===== config.mk =====
export PLATFORM = sky130hd
export DESIGN_NAME = bus_timeout_mon
export DESIGN_NICKNAME = d
export VERILOG_FILES = /design/src/rtl/bus_timeout_mon.sv
export SDC_FILE = /design/constraint.sdc
export NUM_CORES = 1
export LEC_CHECK = 0
export CORE_MARGIN = 3
export CORE_UTILIZATION = 23
export CTS_CLUSTER_SIZE = 25
export DETAILED_ROUTE_END_ITERATION = 12
export PLACE_DENSITY_LB_ADDON = 0.12
export SLEW_MARGIN = 40
export SYNTH_ARGS = -nofsm -noshare
export SYNTH_HDL_FRONTEND = slang
export SYNTH_SLANG_ARGS = --single-unit

===== constraint.sdc =====
create_clock -name clk_i -period 3.81 [get_ports clk_i]
set_input_delay 0.381 -clock clk_i [delete_from_list [all_inputs] [get_ports clk_i]]
set_output_delay 0.381 -clock clk_i [all_outputs]
set_load 0.005 [all_outputs]

===== src/rtl/bus_timeout_mon.sv =====
// bus_timeout_mon: multi-channel bus cycle timeout monitor.
// Each of NCH master ports runs its own IDLE/COUNT/ERR machine against a
// shared runtime limit (to_i, or pTO when to_i is zero). Addresses inside
// [pEXC_LO, pEXC_HI] are exempt: hitting the limit there reloads the counter.
// Optional logging of the first timeout is enabled by defining the macro
// BUS_TIMEOUT_LOG_EN; without it sts_o/cap_adr_o/cap_ch_o are constant 0.
module bus_timeout_mon #(
  parameter int unsigned     NCH     = 4,
  parameter int unsigned     AW      = 32,
  parameter int unsigned     TW      = 28,
  parameter int unsigned     pTO     = 250,
  parameter logic [AW-1:0]   pEXC_LO = 32'hFFDCFFE0,
  parameter logic [AW-1:0]   pEXC_HI = 32'hFFDCFFEF
) (
  input  logic              clk_i,
  input  logic              rst_ni,
  input  logic [NCH-1:0]    cyc_i,
  input  logic [NCH-1:0]    stb_i,
  input  logic [NCH-1:0]    ack_i,
  input  logic [NCH*AW-1:0] adr_i,
  input  logic [TW-1:0]     to_i,
  input  logic [NCH-1:0]    en_i,
  output logic [NCH-1:0]    err_o,
  output logic              irq_o,
  output logic [NCH-1:0]    sts_o,
  output logic [AW-1:0]     cap_adr_o,
  output logic [3:0]        cap_ch_o,
  input  logic              clr_i
);

  localparam logic [TW-1:0] TO_DEF   = TW'(pTO);
  localparam logic [TW-1:0] CNT_ONE  = TW'(1'b1);
  localparam logic [TW-1:0] CNT_TWO  = TW'(2'd2);
  localparam logic [1:0]    ST_IDLE  = 2'd0;
  localparam logic [1:0]    ST_COUNT = 2'd1;
  localparam logic [1:0]    ST_ERR   = 2'd2;

  logic [TW-1:0]  lim_s;
  logic [NCH-1:0] err_r;
  logic [NCH-1:0] err_nxt_s;
  logic [NCH-1:0] ent_s;
  logic           irq_r;

  // Effective limit: zero on to_i selects the built-in default.
  always_comb begin
    if (to_i == {TW{1'b0}}) begin
      lim_s = TO_DEF;
    end else begin
      lim_s = to_i;
    end
  end

  for (genvar g = 0; g < NCH; g++) begin : g_ch
    logic [1:0]    state_r;
    logic [1:0]    state_nxt_s;
    logic [TW-1:0] cnt_r;
    logic [TW-1:0] cnt_nxt_s;
    logic [AW-1:0] adr_s;
    logic          active_s;
    logic          exempt_s;

    assign adr_s    = adr_i[g*AW +: AW];
    // A cycle keeps counting only while it is open, monitored and unanswered.
    assign active_s = cyc_i[g] & en_i[g] & ~ack_i[g];
    assign exempt_s = stb_i[g] & (adr_s >= pEXC_LO) & (adr_s <= pEXC_HI);

    // Channel FSM next-state and counter update; counter saturates at lim.
    always_comb begin
      state_nxt_s = state_r;
      cnt_nxt_s   = cnt_r;
      case (state_r)
        ST_IDLE: begin
          if (active_s) begin
            state_nxt_s = ST_COUNT;
            cnt_nxt_s   = CNT_TWO;
          end else begin
            state_nxt_s = ST_IDLE;
            cnt_nxt_s   = CNT_ONE;
          end
        end
        ST_COUNT: begin
          if (!active_s) begin
            state_nxt_s = ST_IDLE;
            cnt_nxt_s   = CNT_ONE;
          end else if (cnt_r < lim_s) begin
            cnt_nxt_s = cnt_r + CNT_ONE;
          end else if (exempt_s) begin
            cnt_nxt_s = CNT_ONE;
          end else begin
            state_nxt_s = ST_ERR;
          end
        end
        ST_ERR: begin
          if (!active_s) begin
            state_nxt_s = ST_IDLE;
            cnt_nxt_s   = CNT_ONE;
          end else begin
            state_nxt_s = ST_ERR;
          end
        end
        default: begin
          state_nxt_s = ST_IDLE;
          cnt_nxt_s   = CNT_ONE;
        end
      endcase
    end

    // Error is shown the cycle after ERR is entered and dropped as the exit is taken.
    assign err_nxt_s[g] = (state_r == ST_ERR) & active_s;
    assign ent_s[g]     = err_nxt_s[g] & ~err_r[g];

    // Channel state and counter registers.
    always_ff @(posedge clk_i or negedge rst_ni) begin
      if (!rst_ni) begin
        state_r <= ST_IDLE;
        cnt_r   <= CNT_ONE;
      end else begin
        state_r <= state_nxt_s;
        cnt_r   <= cnt_nxt_s;
      end
    end
  end

  // Held per-channel errors and the single-cycle interrupt on any new error.
  always_ff @(posedge clk_i or negedge rst_ni) begin
    if (!rst_ni) begin
      err_r <= {NCH{1'b0}};
      irq_r <= 1'b0;
    end else begin
      err_r <= err_nxt_s;
      irq_r <= |ent_s;
    end
  end

  assign err_o = err_r;
  assign irq_o = irq_r;

`ifdef BUS_TIMEOUT_LOG_EN
  logic [NCH-1:0] sts_r;
  logic [AW-1:0]  cap_adr_r;
  logic [3:0]     cap_ch_r;
  logic [AW-1:0]  first_adr_s;
  logic [3:0]     first_ch_s;

  // Pick the lowest-index channel among those entering error this cycle.
  always_comb begin
    first_adr_s = {AW{1'b0}};
    first_ch_s  = 4'd0;
    for (int i = NCH - 1; i >= 0; i--) begin
      if (ent_s[i]) begin
        first_adr_s = adr_i[i*AW +: AW];
        first_ch_s  = 4'(i);
      end else begin
        first_adr_s = first_adr_s;
        first_ch_s  = first_ch_s;
      end
    end
  end

  // Sticky status and first-error capture; a new entry beats a same-cycle clear.
  always_ff @(posedge clk_i or negedge rst_ni) begin
    if (!rst_ni) begin
      sts_r     <= {NCH{1'b0}};
      cap_adr_r <= {AW{1'b0}};
      cap_ch_r  <= 4'd0;
    end else if (ent_s != {NCH{1'b0}}) begin
      sts_r <= (clr_i ? {NCH{1'b0}} : sts_r) | ent_s;
      if (clr_i || (sts_r == {NCH{1'b0}})) begin
        cap_adr_r <= first_adr_s;
        cap_ch_r  <= first_ch_s;
      end else begin
        cap_adr_r <= cap_adr_r;
        cap_ch_r  <= cap_ch_r;
      end
    end else if (clr_i) begin
      sts_r     <= {NCH{1'b0}};
      cap_adr_r <= {AW{1'b0}};
      cap_ch_r  <= 4'd0;
    end else begin
      sts_r     <= sts_r;
      cap_adr_r <= cap_adr_r;
      cap_ch_r  <= cap_ch_r;
    end
  end

  assign sts_o     = sts_r;
  assign cap_adr_o = cap_adr_r;
  assign cap_ch_o  = cap_ch_r;
`else
  logic unused_clr_s;

  assign unused_clr_s = clr_i;
  assign sts_o        = {NCH{1'b0}};
  assign cap_adr_o    = {AW{1'b0}};
  assign cap_ch_o     = 4'd0;
`endif

endmodule

==> flow_summary.yaml <==
status:
  status: "finished clean"
routing:
  wirelength_met1_um: 18640
  dr_wl_met3_um: 1952
  wl_um: 39670
  dr.pass1.iters: 5
  wl_met2_um: 18330
  ant_nets: 0
  vias_per_cell: 4.962
  drc: 0
  drt_iter0_markers: 477
  highest_layer: "met4"
  wl_per_cell_um: 18.44
  vias: 10674
yosys:
  postSynthCellCount: 1259
  synth-simple-area-share_pct: 28.51
  muxShareOfSynthArea_pct: 0.2973
  synth_fa_ha_area_share_pct: 14.27
  yosysSeqAreaShare_pct: 29.77
  synth_cell_types: 78
  ys.flop_type: "dfrtp_1"
  ys_warn_count: 0
  synth-edff-count: 0
  synth_xor_area_share_pct: 0.1665
  avgSynthCellArea_um2: 8.358
  syn-cell-area_um2: 10520
  synth_seq_cells: 125
  async_flop_share_pct: 100.0
  synth-compound-area-share_pct: 19.50
  synth_top_family_by_area: "simple AND/OR/NAND/NOR gates"
die:
  dieArea_um2: 48350
  core_area_um2: 44700
  fp.dieW_um: 219.9
  initial_core_util_pct: 23.54
  die_h_um: 219.9
  io_pins: 220
  rows: 77
clock_tree:
  path_clk_slew_ns: 0.06
  htree_levels: 4
  cts_buffer_depth: 2
  cts_tree: "done"
  clkSinkCount: 125
  clk_latency_ns: 0.46
  cts_buffers: 17
  cts_root_buf: "clkbuf_16"
setup_path:
  critPathKind: "input port to flip-flop"
  max_stage_delay_ns: 0.50
  arrival_ns: 4.07
  startpoint_type: "input port"
  cp_top_family: "simple AND/OR/NAND/NOR gates"
  cp_max_fo: 6
  reg2reg_from: "g_ch[2].cnt_r[19]$_DFFE_PN0P_"
  r2r_setup_slack_ns: 0.50
  crit_chain: "clkdlybuf4s50_1, nor4_2, nand3_1, buf_6, nor2_4, nor2_2, buf_4, ha_1, a2111o_1, a31oi_1, o22ai_2, a311oi_2, nand4_1, buf_6, or4_1, o211ai_1"
  worstSetupEndpointType: "flip-flop"
  r2r_end: "g_ch[2].cnt_r[26]$_DFFE_PN0P_"
  cpMostUsedCell: "buf_6"
  crit_slowest_cell: "or4_1"
  ff2ff_path_depth: 10
  cp_num_buf_inv: 4
  worstPathRequired_ns: 4.17
worst_hold_path:
  hold_class: "input port to async pin"
global_route:
  grt_overflow: 0
  grtUsageTotal_pct: 16.56
  grt_first_pass_wirelength_um: 60860
  grt_max_degree: 86
  grt_antenna_before_repair: 2
  grt_pass1_vias: 10528
power_and_ir_drop:
  leakage_nw: 6.477
  power_mw: 3.569
  worst_ir_drop_vdd_v: 0.0002179
  powerDensity_nw_per_um2: 246.6
placed_design:
  dpl_cell_area_um2: 13640
  post-dp-hpwl_um: 31450
  io_buffer_count: 162
  gp_congestion: 0.8218
timing:
  drv_slew: 0
  clock_skew_ns: 0.009735
  max_slew_margin_pct: 48.13
  setup_viol: 0
  tns_ns: 0
  fmax_mhz: 269.8
  finalCritPeriodShare_pct: 97.27
  tightestPinTransition_ns: 0.7780
  hold_viol_final: 0
  fin_crit_ns: 3.706
finish:
  syn_to_final_growth_pct: 37.57
  mostFrequentLayoutCell: "clkdlybuf4s50_1"
  nets: 1840
  drive_above_1_share_pct: 14.12
  fin_area_um2: 14480
  final_cell_mix: "clkdlybuf4s50_1 (139), buf_4 (128), dfrtp_1 (121)"
job:
  cap_violations: 0
## how the worst max path moves through the flow
| stage | slack, ns | endpoint | depth (start not counted) | from |
|---|---|---|---|---|
| after floorplan | 0.34 | g_ch[3].cnt_r[3]$_DFFE_PN0P_ | 15 | to_i[0] |
| after global placement | -1.06 | g_ch[2].cnt_r[12]$_DFFE_PN0P_ | 16 | to_i[5] |
| after detailed placement | -1.04 | g_ch[2].cnt_r[12]$_DFFE_PN0P_ | 16 | to_i[5] |
| after CTS | 0.006 | g_ch[2].cnt_r[12]$_DFFE_PN0P_ | 17 | to_i[12] |
| after global routing | -0.04 | g_ch[0].cnt_r[26]$_DFFE_PN0P_ | 16 | to_i[25] |
| final | 0.10 | g_ch[0].cnt_r[26]$_DFFE_PN0P_ | 16 | to_i[25] |
## timing repair
action                                  in CTS  in global routing
hold endpoints to repair                    42                  0
resized for setup                           10                 40
hold buffers                                 1                  0
endpoints found under the setup margin     120                112
pin swaps                                    6                 15
gates cloned                                 0                  1
setup buffers                                1                  5
## power breakdown
part | internal, mW | switching, mW
logic | 0.245 | 0.218
registers | 1.34 | 0.0104
clock network | 1.08 | 0.682
## worst register-to-register path: stages (launching register included)
cell and delay, ns:
dfrtp_1 0.50, ha_1 0.38, a2111oi_2 0.29, o21ai_1 0.12
o221a_1 0.30, a2111oi_4 0.37, o311ai_1 0.21, buf_4 0.21
nor3_1 0.55, nand3_1 0.15, o311ai_1 0.12
## synthesized netlist by cell type, types with 13 or more instances
cell type / count / area share [%]
dfrtp_1: 121 / 29
ha_1: 120 / 14
inv_1: 93 / 3.3
o21ai_0: 81 / 3.9
nand2_1: 80 / 2.9
nand3_1: 80 / 3.8
nor3_1: 61 / 2.9
or3_1: 59 / 3.5
a21oi_1: 55 / 2.6
nand4_1: 52 / 3.1
nor2_1: 51 / 1.8
and3_1: 42 / 2.5
buf_4: 41 / 2.9
o211ai_1: 34 / 2.4
a211o_1: 22 / 1.8
clkbuf_1: 19 / 0.68
nand2b_1: 19 / 1.1
nor4_1: 19 / 1.1
a21o_1: 14 / 1.0
or2_2: 13 / 0.77
## registers in the layout (all words and copies together), names as in the netlist
name / count
irq_o: 1
g_ch.cnt_r: 112
err_o: 4
g_ch.state_r: 8
## kinds of logic after synthesis
family          after synthesis
compound gates              301
xor+xnor                      2
fa+ha+maj                   120
buf+inv                     164
flops                       125
mux                           3
other cells                   1
simple gates                543
## metal layers
layer | up-vias | track usage [%]
met2 | 242 | 26.84
met3 | 37 | 3.861
met5 | - | 0
met1 | 5139 | 22.04
li1 | 5256 | -
met4 | 0 | 4.658
## metrics by stage
stage | hold WS [ns] | worst slack (ns) | instances | util [%]
after detailed placement | 0.4489 | -1.036 | 2110 | 30.51
after CTS | 0.5350 | 0.005723 | 2144 | 32.03
final | 0.4997 | 0.1039 | 2151 | 32.38
after global routing | 0.5478 | -0.03668 | 2151 | 32.38
after global placement | 0.5205 | -1.058 | 2110 | 30.50
after floorplan | 0.08541 | 0.3415 | 1298 | -
## layout make-up
class / count / area, µm²
well taps: 592 / 740.7
fillers: 4746 / 30230
clock buffers: 22 / 474.2
flip-flops and latches: 125 / 3133
diodes: 1 / 2.502
clock inverters: 10 / 137.6
multi-input cells: 1009 / 6874
repair buffers: 299 / 2765
inverters: 93 / 349.1
No activity file was read; power rests on OpenSTA's default activity.
